[src/rtl/cpu_boot_sequencer_pkg.sv]
// Shared definitions for the mini_cpu boot sequencer: FSM state encoding and
// instruction word geometry used to turn a word index into a byte address.
package cpu_boot_sequencer_pkg;

  localparam int unsigned WORD_BYTES = 4;
  localparam int unsigned WORD_SHIFT = $clog2(WORD_BYTES);

  typedef enum logic [2:0] {
    ST_IDLE  = 3'd0,
    ST_LOAD  = 3'd1,
    ST_START = 3'd2,
    ST_RUN   = 3'd3,
    ST_HALT  = 3'd4
  } boot_state_e;

endpackage

[src/rtl/cpu_boot_sequencer_run_counter.sv]
// Run-window counter for the boot sequencer.
// Counts enabled cycles from zero and flags the last cycle of a window of
// 'limit' cycles. A limit of zero means an unbounded window, so the flag
// never fires.
//   clk, reset  : clock, synchronous active-high reset
//   clear       : force count to zero (takes priority over enable)
//   enable      : count this cycle
//   limit       : window length in cycles
//   terminal_c  : combinational, high on the final enabled cycle of the window
module cpu_boot_sequencer_run_counter #(
  parameter int unsigned CNT_W = 32
) (
  input  logic             clk,
  input  logic             reset,
  input  logic             clear,
  input  logic             enable,
  input  logic [CNT_W-1:0] limit,
  output logic             terminal_c
);

  logic [CNT_W-1:0] count_q;

  // Up-counter, restarted whenever the window is not active
  always_ff @(posedge clk) begin
    if (reset || clear) begin
      count_q <= '0;
    end else if (enable) begin
      count_q <= count_q + CNT_W'(1);
    end
  end

  assign terminal_c = enable && (limit != '0) && (count_q == limit - CNT_W'(1));

endmodule

[src/rtl/cpu_boot_sequencer.sv]
// Boot sequencer for mini_cpu: streams a program into instruction memory over
// the CPU load port, then releases the CPU from reset and enables fetch and
// register writes for a bounded (or open-ended) run window.
//   clk, reset          : clock, synchronous active-high reset
//   start, abort        : begin load+run (IDLE/HALT only) / return to IDLE
//   prog_len, base_addr,
//   run_cycles          : job parameters, latched on an accepted start
//   s_valid, s_data,
//   s_ready             : program word stream (valid/ready)
//   cpu_reset, load_*,
//   fetch_enable,
//   reg_write_enable,
//   base_pc             : mini_cpu control pins
//   busy, done          : status (LOAD/START/RUN, HALT)
module cpu_boot_sequencer
  import cpu_boot_sequencer_pkg::*;
#(
  parameter int unsigned DATA_W = 32,
  parameter int unsigned ADDR_W = 32,
  parameter int unsigned LEN_W  = 16,
  parameter int unsigned CNT_W  = 32
) (
  input  logic              clk,
  input  logic              reset,
  input  logic              start,
  input  logic              abort,
  input  logic [LEN_W-1:0]  prog_len,
  input  logic [ADDR_W-1:0] base_addr,
  input  logic [CNT_W-1:0]  run_cycles,
  input  logic              s_valid,
  input  logic [DATA_W-1:0] s_data,
  output logic              s_ready,
  output logic              cpu_reset,
  output logic              load_enable,
  output logic [ADDR_W-1:0] load_address,
  output logic [DATA_W-1:0] load_data,
  output logic              fetch_enable,
  output logic              reg_write_enable,
  output logic [ADDR_W-1:0] base_pc,
  output logic              busy,
  output logic              done
);

  boot_state_e      state_q;
  boot_state_e      state_c;

  logic [LEN_W-1:0] len_q;
  logic [LEN_W-1:0] idx_q;
  logic [CNT_W-1:0] run_q;

  logic start_ok_c;
  logic hs_c;
  logic write_c;
  logic last_c;
  logic run_done_c;

  logic s_ready_d;
  logic cpu_reset_d;
  logic fetch_d;
  logic busy_d;
  logic done_d;

  assign start_ok_c = start && !abort && ((state_q == ST_IDLE) || (state_q == ST_HALT));
  assign hs_c       = (state_q == ST_LOAD) && s_valid && s_ready;
  // An abort in the same cycle as a handshake drops that word
  assign write_c    = hs_c && !abort;
  assign last_c     = (idx_q == len_q - LEN_W'(1));

  cpu_boot_sequencer_run_counter #(
    .CNT_W (CNT_W)
  ) u_run_counter (
    .clk        (clk),
    .reset      (reset),
    .clear      (state_q != ST_RUN),
    .enable     (state_q == ST_RUN),
    .limit      (run_q),
    .terminal_c (run_done_c)
  );

  // Next state and next values of the state-decoded outputs
  always_comb begin
    state_c     = state_q;
    s_ready_d   = 1'b0;
    cpu_reset_d = 1'b1;
    fetch_d     = 1'b0;
    busy_d      = 1'b0;
    done_d      = 1'b0;

    unique case (state_q)
      ST_IDLE, ST_HALT: begin
        if (start_ok_c) begin
          state_c = (prog_len != '0) ? ST_LOAD : ST_START;
        end
      end
      ST_LOAD: begin
        if (hs_c && last_c) begin
          state_c = ST_START;
        end
      end
      ST_START: state_c = ST_RUN;
      ST_RUN: begin
        if (run_done_c) begin
          state_c = ST_HALT;
        end
      end
      default: state_c = ST_IDLE;
    endcase

    if (abort) begin
      state_c = ST_IDLE;
    end

    // Outputs follow the state being entered so they are valid from its first cycle
    s_ready_d   = (state_c == ST_LOAD);
    cpu_reset_d = (state_c == ST_IDLE) || (state_c == ST_LOAD);
    fetch_d     = (state_c == ST_RUN);
    busy_d      = (state_c == ST_LOAD) || (state_c == ST_START) || (state_c == ST_RUN);
    done_d      = (state_c == ST_HALT);
  end

  // State register and state-decoded output registers
  always_ff @(posedge clk) begin
    if (reset) begin
      state_q          <= ST_IDLE;
      s_ready          <= 1'b0;
      cpu_reset        <= 1'b1;
      fetch_enable     <= 1'b0;
      reg_write_enable <= 1'b0;
      busy             <= 1'b0;
      done             <= 1'b0;
    end else begin
      state_q          <= state_c;
      s_ready          <= s_ready_d;
      cpu_reset        <= cpu_reset_d;
      fetch_enable     <= fetch_d;
      reg_write_enable <= fetch_d;
      busy             <= busy_d;
      done             <= done_d;
    end
  end

  // Job parameters, word index and the imem write port
  always_ff @(posedge clk) begin
    if (reset) begin
      len_q        <= '0;
      idx_q        <= '0;
      run_q        <= '0;
      base_pc      <= '0;
      load_enable  <= 1'b0;
      load_address <= '0;
      load_data    <= '0;
    end else begin
      load_enable <= write_c;
      if (start_ok_c) begin
        len_q   <= prog_len;
        idx_q   <= '0;
        run_q   <= run_cycles;
        base_pc <= base_addr;
      end else if (write_c) begin
        idx_q        <= idx_q + LEN_W'(1);
        load_address <= base_pc + (ADDR_W'(idx_q) << WORD_SHIFT);
        load_data    <= s_data;
      end
    end
  end

endmodule

[config.mk]
export PLATFORM = sky130hd
export DESIGN_NAME = cpu_boot_sequencer
export DESIGN_NICKNAME = d
export VERILOG_FILES = /design/src/rtl/cpu_boot_sequencer_pkg.sv /design/src/rtl/cpu_boot_sequencer_run_counter.sv /design/src/rtl/cpu_boot_sequencer.sv
export SDC_FILE = /design/constraint.sdc
export NUM_CORES = 1
export LEC_CHECK = 0
export CAP_MARGIN = 20
export CELL_PAD_IN_SITES_DETAIL_PLACEMENT = 1
export CELL_PAD_IN_SITES_GLOBAL_PLACEMENT = 2
export CORE_MARGIN = 2
export CORE_UTILIZATION = 27
export DETAILED_ROUTE_END_ITERATION = 8
export PLACE_DENSITY = 0.87
export SLEW_MARGIN = 40
export SYNTH_ARGS = -nofsm -noshare
export SYNTH_HDL_FRONTEND = slang
export SYNTH_SLANG_ARGS = --single-unit
[constraint.sdc]
create_clock -name clk -period 2.7 [get_ports clk]
set_clock_uncertainty 0.15 [all_clocks]
set_input_delay 0.27 -clock clk [delete_from_list [all_inputs] [get_ports clk]]
set_output_delay 0.27 -clock clk [all_outputs]
set_load 0.02 [all_outputs]
==> metrics.csv <==
metric;value;unit
die area;0.0392;mm²
I/O pin count;220;
Worst-Skew Late Latency;0.53;ns
1st-iter DRT viols;392;
Buf/Inv on CP;2;
Mapped Nets;1419;
TritonRoute pass-1 iters;4;
Mapped Cells;1281;
CTS tree;yes;
CTS max path bufs;3;
warnings from Yosys;0;
max-slew violations;0;
remaining antenna violation count after routing;0;
RSZ-0062 raised after global routing;yes;
Worst Tran Pin Value;0.682;ns
largest net degree at the start of global routing;78;
H-tree levels;1;
Fin. Hold Viols;0;
layout cells sized above 1;17.1;%
DR WL met3;2150;µm
Leak Pwr;0.00540;µW
final core utilization;40.3;%
register area share after synthesis;39.6;%
commonest non-fill, non-tap cell in the layout;nand2_1;
uppermost layer routed;met5;
Arr. time, crit path;3.15;ns
ys async rst share;0;%
Sink Count;201;
Rows;71;
Peak supply drop;409;µV
CTS Root Cell;clkbuf_16;
die extent in x;198;µm
share of the synthesized area in the top cell type;39.6;%
first-pass GRT wire length;57100;µm
min cycle time layout;2.86;ns
FMAX;349;MHz
Synth Register Bits;201;
Starting Density;27.2;%
critical path class;reg -> reg;
CP endpoint kind;register;
Max Cap Violations;0;
most frequent cells in the layout;298 x nand2_1, 218 x clkdlybuf4s50_1, 188 x dfxtp_1, 148 x a21oi_1, 122 x buf_4;
Area Overhead vs Synth;48.5;%
Avg Inst Size Synth;7.93;µm²
Max-Slew Margin vs Limit;54.5;%
Final WS setup;-0.162;ns
Overall Global Routing Usage;18.0;%
CP cell instances;ha_4 -> inv_2 -> fa_2 -> nor2b_2 -> o31a_1 -> o41ai_2 -> a2111oi_2 -> buf_4 -> a21o_4 -> a21oi_4 -> or3_1 -> a311oi_1;
Overflow after GRT;0;
Distinct cells, synth;80;
# DRC;0;
Max FO, Critical Path;6;
Synth Cell Area;0.0102;mm²
total power draw;7520;µW
clock-pin slew of the registers on the worst-case setup and hold paths;0.06;ns
initial antenna violation count;3;
DR vias;10300;
PD cells;498;mW/mm²
Post-synth EDFFs;0;
GP Congestion;0.853;
vias in the first global route;10700;
CP startpoint kind;register;
I/O Buffers;219;
slowest stage delay, CP;0.37;ns
setup_tns;-1.19;ns
ranking of synthesized cells by area;dfxtp_1 40%, nand2_1 11%, a21oi_1 7.4%;
CP top delay family;compound AO/OA/AOI/OAI gates;
failing checks;negative setup slack;
met1 WL;15600;µm
DP Wirelength;26500;µm
CORE AREA;0.0374;mm²
Worst Path Required;2.99;ns
via-per-instance ratio;4.84;
Slowest-stage cell, CP;or3_1;
setup violators final;16;
outcome;finished with violations;
Total Wirelength;37100;µm
die height;198;µm
nets@finish;1729;
wire per inst;17.5;µm
met2 WL;18600;µm
Top FF cell, synth;dfxtp_1;
Fill cells;4416;
Final Cycle Share;106;%
HP Class;in -> reg;
cts bufs inserted;25;
cell taking the most area after synthesis;dfxtp_1;
==> registers in the layout, summed over array words and instances, names as in the netlist <==
signal / flops
u_run_counter.count_q: 32
run_q: 32
cpu_reset: 1
load_enable: 1
idx_q: 16
state_q: 3
load_address: 32
reg_write_enable: 1
load_data: 32
len_q: 16
base_pc: 32
s_ready: 1
done: 1
busy: 1
==> cells in the mapped netlist (all sizes together) (20+ instances only) <==
cell type	instances
ha	20
clkbuf	60
nand4	25
a21oi	150
o21ai	30
nor4	22
xor2	53
or3	21
nor2	101
nor3	23
dfxtp	201
xnor2	64
nand2	298
nand3	37
==> per-layer routing <==
layer,vias to the layer above,global-route usage (%)
met5,-,0
met1,4981,21.3
met3,54,5.02
met2,187,32.2
met4,4,3.98
li1,5026,-
==> report_power, final <==
| group | switching, µW | internal, µW |
|---|---|---|
| combinational | 552 | 584 |
| clock | 1310 | 1970 |
| sequential | 80.0 | 3020 |
| total | 1940 | 5580 |
==> cells by family (layout without fill, tap and decap cells) <==
family	after synthesis	after routing	synth area share [%]
buffers and inverters	89	413	4.01
AO/OA/AOI/OAI	245	246	14.4
XOR/XNOR	117	117	10.1
multiplexers	6	6	0.616
AND/OR/NAND/NOR	602	602	28.6
flip-flops	201	201	39.6
adder cells (fa/ha/maj)	21	21	2.66
other	0	1	0
==> layout make-up <==
class	count	area, µm²	share of cell area (%)
sequential	201	4050	26.8
clock inverter	6	83.8	0.556
antenna	1	2.50	0.0166
clock buffer	36	697	4.62
inverter	16	62.6	0.415
tap	511	639	4.24
multi-input combinational	992	6230	41.3
timing repair buffer	355	3320	22.0
==> worst register-to-register path, delay by kind of cell, from the launching register on <==
| family | cells | cell delay, ns |
|---|---|---|
| adder cells (fa/ha/maj) | 2 | 0.48 |
| AND/OR/NAND/NOR | 2 | 0.51 |
| buffers and inverters | 2 | 0.22 |
| AO/OA/AOI/OAI | 6 | 1.06 |
| flip-flops | 1 | 0.35 |
==> path summary, 6_finish.rpt <==
| path | from | to | slack, ns | cells after the start |
|---|---|---|---|---|
| setup / recovery | base_pc[2]$_SDFFE_PP0P_ | load_address[22]$_SDFFE_PP0P_ | -0.16 | 12 |
| hold / removal | base_addr[25] | base_pc[25]$_SDFFE_PP0P_ | 0.14 | 3 |
| setup reg to reg | base_pc[2]$_SDFFE_PP0P_ | load_address[22]$_SDFFE_PP0P_ | -0.16 | 12 |
| hold reg to reg | load_data[4]$_SDFFE_PP0P_ | load_data[4]$_SDFFE_PP0P_ | 0.31 | 2 |
==> what timing repair did <==
action,in CTS,in global routing
setup buffers,10,12
hold buffers,1,0
endpoints found under the hold margin,7,0
setup endpoints to repair,22,26
resized for setup,25,81
cloned,1,1
pin swaps,21,36
==> stage by stage <==
step                      area [µm²]  std cells  hold slack [ns]  worst slack [ns]
final                          15100       2118            0.135            -0.162
after global routing           15100       2118            0.128            -0.333
after CTS                      14600       2105            0.113           -0.0847
after detailed placement       13600       2051            0.300            -0.329
after global placement         13600       2051            0.290            -0.230
after floorplan                10200       1281            0.246            -0.182
(Power assumes the default switching activity.)
